`config.mk`:
```
export PLATFORM = sky130hd
export DESIGN_NAME = uart_tx_ctrl
export DESIGN_NICKNAME = d
export VERILOG_FILES = /design/src/rtl/uart_pkg.sv /design/src/rtl/uart_baud_tick.sv /design/src/rtl/uart_tx_ctrl.sv
export SDC_FILE = /design/constraint.sdc
export NUM_CORES = 1
export LEC_CHECK = 0
export CAP_MARGIN = 20
export CORE_MARGIN = 1.5
export CORE_UTILIZATION = 60
export CTS_BUF_LIST = sky130_fd_sc_hd__clkbuf_8
export DETAILED_ROUTE_END_ITERATION = 10
export PLACE_DENSITY = 0.81
export SLEW_MARGIN = 30
export SYNTH_ARGS = -nofsm -noshare
export SYNTH_HDL_FRONTEND = slang
export SYNTH_SLANG_ARGS = --single-unit
```
`constraint.sdc`:
```
create_clock -name clk -period 2.9 [get_ports clk]
set_input_delay 0.58 -clock clk [delete_from_list [all_inputs] [get_ports clk]]
set_output_delay 0.58 -clock clk [all_outputs]
set_load 0.02 [all_outputs]
```
`src/rtl/uart_pkg.sv`:
```
// Shared UART definitions: transmit FSM state encoding, line levels and the
// CeilLog2 width helper used to size counters in every UART block.
package uart_pkg;

    typedef enum logic [2:0] {
        IDLE,
        START,
        DATA,
        PARITY,
        STOP
    } tx_state_t;

    localparam logic LINE_IDLE = 1'b1;
    localparam logic START_LVL = 1'b0;

    // Clamped to 1 so a counter for a single state still gets one bit.
    function automatic int unsigned CeilLog2(input int unsigned value);
        int unsigned result;
        result = 0;
        while ((32'd1 << result) < value) begin
            result++;
        end
        return (result == 0) ? 1 : result;
    endfunction

endpackage

```
`src/rtl/uart_baud_tick.sv`:
```
// Modulo-CLKS_PER_BIT baud counter with enable and synchronous clear; emits a
// one-cycle tick at terminal count. Synchronous active-low reset.
module uart_baud_tick
    import uart_pkg::*;
#(
    parameter int unsigned CLKS_PER_BIT = 16
) (
    input  logic                                clk,
    input  logic                                reset,
    input  logic                                en,
    input  logic                                clr,
    output logic [CeilLog2(CLKS_PER_BIT)-1:0]   count,
    output logic                                tick
);

    localparam int unsigned      CNT_W    = CeilLog2(CLKS_PER_BIT);
    localparam logic [CNT_W-1:0] LAST_CNT = CNT_W'(CLKS_PER_BIT - 1);

    logic [CNT_W-1:0] cnt_q;
    logic [CNT_W-1:0] cnt_d;

    always_comb begin
        cnt_d = cnt_q;
        if (clr) begin
            cnt_d = '0;
        end else if (en) begin
            cnt_d = (cnt_q == LAST_CNT) ? '0 : cnt_q + 1'b1;
        end
    end

    always_ff @(posedge clk) begin
        if (!reset) begin
            cnt_q <= '0;
        end else begin
            cnt_q <= cnt_d;
        end
    end

    assign count = cnt_q;
    assign tick  = en && (cnt_q == LAST_CNT);

endmodule

```
`src/rtl/uart_tx_ctrl.sv`:
```
// UART transmit controller: valid/ready byte intake, serialised as start,
// data LSB-first, optional even parity (UART_TX_PARITY_EN) and stop bit(s).
module uart_tx_ctrl
    import uart_pkg::*;
#(
    parameter int unsigned CLKS_PER_BIT = 16,
    parameter int unsigned DATA_BITS    = 8,
    parameter int unsigned STOP_BITS    = 1
) (
    input  logic                 clk,
    input  logic                 reset,
    input  logic                 tx_valid,
    input  logic [DATA_BITS-1:0] tx_data,
    output logic                 tx_ready,
    output logic                 tx_serial,
    output logic                 tx_busy,
    output logic                 tx_done
);

    localparam int unsigned      CNT_W     = CeilLog2(CLKS_PER_BIT);
    localparam int unsigned      BIT_W     = CeilLog2(DATA_BITS + 1);
    localparam logic [BIT_W-1:0] LAST_DATA = BIT_W'(DATA_BITS - 1);
    localparam logic [BIT_W-1:0] LAST_STOP = BIT_W'(STOP_BITS - 1);
    localparam logic [CNT_W-1:0] DONE_CNT  = CNT_W'(CLKS_PER_BIT - 2);

    if (CLKS_PER_BIT < 2) begin : g_bad_clks_per_bit
        $error("uart_tx_ctrl: CLKS_PER_BIT must be >= 2");
    end
    if (DATA_BITS < 5 || DATA_BITS > 9) begin : g_bad_data_bits
        $error("uart_tx_ctrl: DATA_BITS must be in 5..9");
    end
    if (STOP_BITS < 1 || STOP_BITS > 2) begin : g_bad_stop_bits
        $error("uart_tx_ctrl: STOP_BITS must be 1 or 2");
    end

    tx_state_t            state_q, state_d;
    logic [DATA_BITS-1:0] shift_q, shift_d;
    logic [BIT_W-1:0]     bit_cnt_q, bit_cnt_d;
    logic                 serial_q, serial_d;
    logic                 ready_q, ready_d;
    logic                 busy_q, busy_d;
    logic                 done_q, done_d;
`ifdef UART_TX_PARITY_EN
    logic                 parity_q, parity_d;
`endif

    logic             handshake;
    logic             baud_tick;
    logic [CNT_W-1:0] baud_cnt;

    assign handshake = tx_valid && ready_q;

    uart_baud_tick #(
        .CLKS_PER_BIT(CLKS_PER_BIT)
    ) u_baud_tick (
        .clk   (clk),
        .reset (reset),
        .en    (state_q != IDLE),
        .clr   (handshake),
        .count (baud_cnt),
        .tick  (baud_tick)
    );

    always_comb begin
        state_d   = state_q;
        shift_d   = shift_q;
        bit_cnt_d = bit_cnt_q;
        serial_d  = serial_q;
        ready_d   = ready_q;
        busy_d    = busy_q;
        done_d    = 1'b0;
`ifdef UART_TX_PARITY_EN
        parity_d  = parity_q;
`endif
        case (state_q)
            IDLE: begin
                if (handshake) begin
                    state_d  = START;
                    shift_d  = tx_data;
                    serial_d = START_LVL;
                    ready_d  = 1'b0;
                    busy_d   = 1'b1;
`ifdef UART_TX_PARITY_EN
                    parity_d = ^tx_data;
`endif
                end
            end
            START: begin
                if (baud_tick) begin
                    state_d   = DATA;
                    bit_cnt_d = '0;
                    serial_d  = shift_q[0];
                end
            end
            DATA: begin
                if (baud_tick) begin
                    shift_d = shift_q >> 1;
                    if (bit_cnt_q == LAST_DATA) begin
`ifdef UART_TX_PARITY_EN
                        state_d   = PARITY;
                        serial_d  = parity_q;
`else
                        state_d   = STOP;
                        bit_cnt_d = '0;
                        serial_d  = LINE_IDLE;
`endif
                    end else begin
                        bit_cnt_d = bit_cnt_q + 1'b1;
                        serial_d  = shift_q[1];
                    end
                end
            end
`ifdef UART_TX_PARITY_EN
            PARITY: begin
                if (baud_tick) begin
                    state_d   = STOP;
                    bit_cnt_d = '0;
                    serial_d  = LINE_IDLE;
                end
            end
`endif
            STOP: begin
                // Done is registered, so it is raised one count early to land on the last stop cycle.
                done_d = (bit_cnt_q == LAST_STOP) && (baud_cnt == DONE_CNT);
                if (baud_tick) begin
                    if (bit_cnt_q == LAST_STOP) begin
                        state_d = IDLE;
                        ready_d = 1'b1;
                        busy_d  = 1'b0;
                    end else begin
                        bit_cnt_d = bit_cnt_q + 1'b1;
                    end
                end
            end
            default: begin
                state_d  = IDLE;
                serial_d = LINE_IDLE;
                ready_d  = 1'b1;
                busy_d   = 1'b0;
            end
        endcase
    end

    always_ff @(posedge clk) begin
        if (!reset) begin
            state_q   <= IDLE;
            shift_q   <= '0;
            bit_cnt_q <= '0;
            serial_q  <= LINE_IDLE;
            ready_q   <= 1'b1;
            busy_q    <= 1'b0;
            done_q    <= 1'b0;
`ifdef UART_TX_PARITY_EN
            parity_q  <= 1'b0;
`endif
        end else begin
            state_q   <= state_d;
            shift_q   <= shift_d;
            bit_cnt_q <= bit_cnt_d;
            serial_q  <= serial_d;
            ready_q   <= ready_d;
            busy_q    <= busy_d;
            done_q    <= done_d;
`ifdef UART_TX_PARITY_EN
            parity_q  <= parity_d;
`endif
        end
    end

    assign tx_ready  = ready_q;
    assign tx_serial = serial_q;
    assign tx_busy   = busy_q;
    assign tx_done   = done_q;

endmodule

```
Word-level counts from Yosys, hierarchy flattened:

Index checks and enable logic that the tools add are counted.

* add/subtract/negate cells: 2
* equal/unequal tests: 13
* multiplexer cells: 29
* bitwise gates (word level): 3
* reduce and logical (&&, ||, !) cells: 16

Operators with widths (count)
* 4-bit 2-to-1 mux: 6
* 3-bit 2-to-1 mux: 6
* 8-bit 2-to-1 mux: 2
* 8-bit one-hot mux with 2 select lines: 1
* 2-bit inequality test, second input constant: 7
* 3-bit one-hot mux with 4 select lines: 1
* 4-bit one-hot mux with 3 select lines: 1
* 1-bit 2-to-1 mux: 9
* 4-bit by 1-bit adder with 4-bit output, second input constant: 2
* 4-bit == test, second input constant: 2
* 4-bit AND reduction: 2
* 1-bit one-hot mux with 3 select lines: 2
* 6-bit AND reduction: 1
* 3-bit nonzero test: 2
* 5-bit AND reduction: 1
* 4-bit by 3-bit == test with 1-bit output, second input constant: 1
* 4-bit zero test: 1
* 1-bit one-hot mux with 4 select lines: 1
* 2-bit OR reduction: 2
* 3-bit by 1-bit == test with 1-bit output, second input constant: 1
* 3-bit by 2-bit == test with 1-bit output, second input constant: 1
* 3-bit == test, second input constant: 1
* 1-bit logical AND: 3
* 3-bit zero test: 1
* 4 further kinds: 6

* register bits: 23
* bits of input ports: 11
* output and inout port bits: 4
* logic and storage cells: 71

Longest topological paths before layout:

* depth after elaboration: 4
* gate-level depth with buffers: 6
* depth with buffers taken out: 6

Modules after synthesis:

Synthesis repeated with hierarchy kept, for this count alone.

* cell total of the unflattened synthesis: 148
* area total of the unflattened synthesis: 1287.5 um^2

By module, submodules not included
* uart_tx_ctrl: times used 1, cells each 125, area each 1096.1 um^2, sequential area each 380.4 um^2
* uart_baud_tick: times used 1, cells each 23, area each 191.4 um^2, sequential area each 80.1 um^2

Least setup slack after synthesis:

Ideal clock, no wire load.

* path type: register -> register
* from: register bit_cnt_q[0]
* to: register bit_cnt_q[3]
* setup time: 121 ps
* data arrival time: 1401 ps
* required time: 2779 ps
* path slack: 1378 ps
* cell stages (with the launch flop): 7
* path buffers: 0
* clock period less this slack: 1522 ps
* cells stage by stage: dfxtp_1 -> inv_1 -> ha_1 -> nor3b_2 -> o311a_4 -> a311oi_1 -> o21ai_1

* cells in the longest elaborated chain, start to end: 4
* elaborated cells between the ends (all ways): 10
* classes of those cells: add/sub (1); eq/ne (2); mux (5); reduce/logical (2)

Ends and longest elaborated chain
* start, declared: RTL line uart_tx_ctrl.sv:38 `logic [BIT_W-1:0] bit_cnt_q, bit_cnt_d;`
* start signal, assigned: RTL line uart_tx_ctrl.sv:159 `bit_cnt_q <= bit_cnt_d;`
* 4-bit by 1-bit adder with 4-bit output / 4-bit by 3-bit == test with 1-bit output (equally long branches): RTL line uart_tx_ctrl.sv:108, uart_tx_ctrl.sv:131, uart_tx_ctrl.sv:98
* 4-bit 2-to-1 mux, on equally long branches: RTL line uart_tx_ctrl.sv:126, uart_tx_ctrl.sv:98
* 4-bit 2-to-1 mux, on equally long branches: RTL line uart_tx_ctrl.sv:125, uart_tx_ctrl.sv:96
* 4-bit one-hot mux with 3 select lines: RTL line uart_tx_ctrl.sv:75 `case (state_q)`

Several ways; a longest one is shown, not always the timed one. The select of a mux whose other input is x is not followed.
A chain may end at the register's enable or synchronous reset.

Worst setup path in the final report:

* from: register state_q[1]
* to: register shift_q[6]

* cells in the longest elaborated chain, start to end: 4
* elaborated cells between the ends (all ways): 9
* classes of those cells: eq/ne (3); mux (1); reduce/logical (5)

Ends and longest elaborated chain
* start, declared: RTL line uart_tx_ctrl.sv:36 `tx_state_t state_q, state_d;`
* start signal, assigned: RTL line uart_tx_ctrl.sv:157 `state_q <= state_d;`
* 3-bit nonzero test: RTL line uart_tx_ctrl.sv:58 `.en (state_q != IDLE),`
* 1-bit logical AND: RTL line uart_baud_tick.sv:40 `assign tick = en && (cnt_q == LAST_CNT);`
* 2-bit inequality test (no line)
* 3-bit AND reduction (no line)
* end signal, assigned: RTL line uart_tx_ctrl.sv:158 `shift_q <= shift_d;`
* end, declared: RTL line uart_tx_ctrl.sv:37 `logic [DATA_BITS-1:0] shift_q, shift_d;`

Several ways; a longest one is shown, not always the timed one.

==> metrics.csv <==
metric,value,unit
final hold vios,0,
drt first pass iters,4,
Slew @ Worst Pin,0.518,ns
"Top FF cell, synth",dfxtp_1,
n_diodes,0,
post-CTS setup buffers,0,
final worst slack,1.04,ns
GR Overflow Total,0,
"top cells by area, synth","dfxtp_1 35%, mux2i_1 6.1%, o211a_1 5.4%",
"worst slack, placed",0.915,ns
first-pass GRT wire length,4450,um
Flop pwr share,0.543,
number of global-route vias before repair,1052,
CP arrival,2.03,ns
mapped cell area,0.00130,sq mm
Min-Delay Endpoint,shift_q[4]$_SDFFE_PN0P_,
critical path's slowest cell,dfxtp_1,
clk_lat worst skew,0.26,ns
Initial Util,0.651,
# DRC,0,
gpl congestion,0.912,
CP peak stage delay,0.57,ns
CP Capture Type,flop,
Die Area,0.00246,sq mm
Post-Syn Area per Cell,8.93,sq um
Slew headroom,0.653,
"area leader, netlist",dfxtp_1,
peak supply drop,0.423,mV
worst-path fanout max,15,
logic gate share of total power,0.152,
sw frac,0.251,
HP Class,reg -> reg,
CP Data Required Time,3.07,ns
most frequent cell after synthesis,dfxtp_1,
Worst Setup Path Type,reg -> reg,
deepest clock path buffer count,2,
CTS root buf,clkbuf_8,
Reg2Reg Setup Slack,1.04,ns
final setup vio count,0,
hold_ws,0.507,ns
Die X,49.6,um
clk_skew,0.00388,ns
Tot Pwr,0.643,mW
Netlist cell types,45,
via count,1070,
Leak,0.630,nW
# resized after CTS,0,
routed len/inst,14.0,um
DP Wirelength,1800,um
sequential share of the synthesized area,0.353,
Area Growth Syn to Fin,13.3,%
initial antenna violation count,0,
placed cell count,179,
WHS Path Cells,1,
GRT Total Usage,0.234,
post-route cell area,0.00148,sq mm
CTS tree,done,
CTS H-Tree Depth,1,
largest net degree at the start of global routing,16,
Setup TNS Final,0,ns
post-synth top area share,0.353,
Port Buffer Count,14,
Synth Net Count,161,
Post-layout nets,172,
clk sinks,23,
Max-cap violations,0,
layout cell share with drive strength beyond 1,0.0769,
Max Clock Freq,537,MHz
post-layout util,0.738,
cells after synthesis,146,
Layout Cells excl Fill,183,
Die H,49.6,um
Internal,0.481,mW
Ports,15,
"flops & latches, synth",23,
post-route ant nets,0,
reg-to-reg startpoint,state_q[1]$_SDFFE_PN0P_,
CTS Hold Buffers Added,0,
FP Rows,16,
Clk network pwr share,0.305,
worst hold start,shift_q[4]$_SDFFE_PN0P_,
fin crit share,0.642,
most instantiated cells after synthesis,"23 x dfxtp_1, 16 x nand2_1, 11 x nor2_1",
placed inst area,0.00143,sq mm
number of CTS-inserted buffers,3,
Iteration-0 DRC Markers,27,
PwrDens,435,mW/mm^2
RSZ-0062 raised after global routing,no,
Worst-path clk slew,0.08,ns
core footprint,0.00200,sq mm
R2R depth,4,
NetSw,0.162,mW
status,"finished, final reports clean",
reg2reg end,shift_q[6]$_SDFFE_PN0P_,
Routed WL,2560,um
Avg Vias per Cell,5.85,
asr flop ratio synth,0,
Final Critical Period,1.86,ns
Yosys warning count,0,
CP Launch Type,flop,
number of synthesized flops with an enable pin,0,
Slew Limit Fails,0,
CP cell instances,"or3b_4, o22ai_4, o211ai_1, o211a_1",
-- layout make-up --
cell class / instances / area, sq um
clock buffers: 3 / 41.3
clock inverters: 1 / 5.00
fillers: 157 / 524
inverters: 7 / 26.3
multi-input cells: 107 / 763
flip-flops and latches: 23 / 460
well taps: 27 / 33.8
repair buffers: 15 / 148
-- cell usage in the layout (no fill, tap or decap), drive strengths merged, types with 2 or more instances in the layout --
| master | count |
|---|---|
| nor2b | 2 |
| or3 | 2 |
| inv | 7 |
| o21ai | 8 |
| nand3 | 5 |
| a21oi | 5 |
| a211oi | 2 |
| o21a | 2 |
| clkbuf | 3 |
| clkdlybuf4s50 | 14 |
| nand2 | 16 |
| nor3 | 3 |
| or3b | 2 |
| mux2i | 8 |
| and3 | 2 |
| nand4 | 2 |
| nor3b | 3 |
| dfxtp | 23 |
| ha | 4 |
| o211a | 7 |
| nand2b | 3 |
| nor2 | 12 |
-- cell families after synthesis --
family,Yosys count,synth area share
compound gates,36,0.226
simple gates,58,0.252
mux,8,0.0614
flops,23,0.353
buf+inv,16,0.0614
fa+ha+maj,4,0.0384
xor+xnor,1,0.00672
-- worst max-delay path by stage --
stage	slack [ns]	start	cells past startpoint	endpoint
finish	1.04	state_q[1]$_SDFFE_PN0P_	4	shift_q[6]$_SDFFE_PN0P_
global route	0.89	u_baud_tick.count[0]$_SDFFE_PP0P_	5	shift_q[6]$_SDFFE_PN0P_
CTS	1.03	u_baud_tick.count[0]$_SDFFE_PP0P_	5	shift_q[6]$_SDFFE_PN0P_
detailed placement	0.91	tx_valid	5	shift_q[6]$_SDFFE_PN0P_
global placement	0.93	tx_valid	5	shift_q[6]$_SDFFE_PN0P_
floorplan	1.38	bit_cnt_q[0]$_SDFFE_PN0P_	6	bit_cnt_q[3]$_SDFFE_PN0P_
-- state kept, by name, summed over array words and instances (netlist names) --
signal	flops
shift_q	8
bit_cnt_q	4
u_baud_tick.count	4
state_q	3
tx_busy	1
tx_done	1
tx_ready	1
tx_serial	1
-- routing by layer --
metal  vias up  routed length (um)  track usage
met2        29                1210        0.389
met5         -                   0            0
met1       491                1200        0.299
met3         5                 106       0.0394
li1        545                   -            -
met4         0                  40       0.0972
-- worst max-delay path, delay by kind of cell (launching register included) --
family | cells | cell delay, ns
flops | 1 | 0.57
compound gates | 3 | 0.66
simple gates | 1 | 0.54
-- power groups by stage --
stage          clock network (mW)  registers [mW]  logic (mW)
5_1_grt                     0.215           0.351       0.107
4_1_cts                     0.204           0.349      0.0977
6_report                    0.196           0.349      0.0974
3_3_place_gp                    0           0.355      0.0945
3_5_place_dp                    0           0.356      0.0962
2_1_floorplan                   0           0.355      0.0662
(Power assumes the default switching activity.)
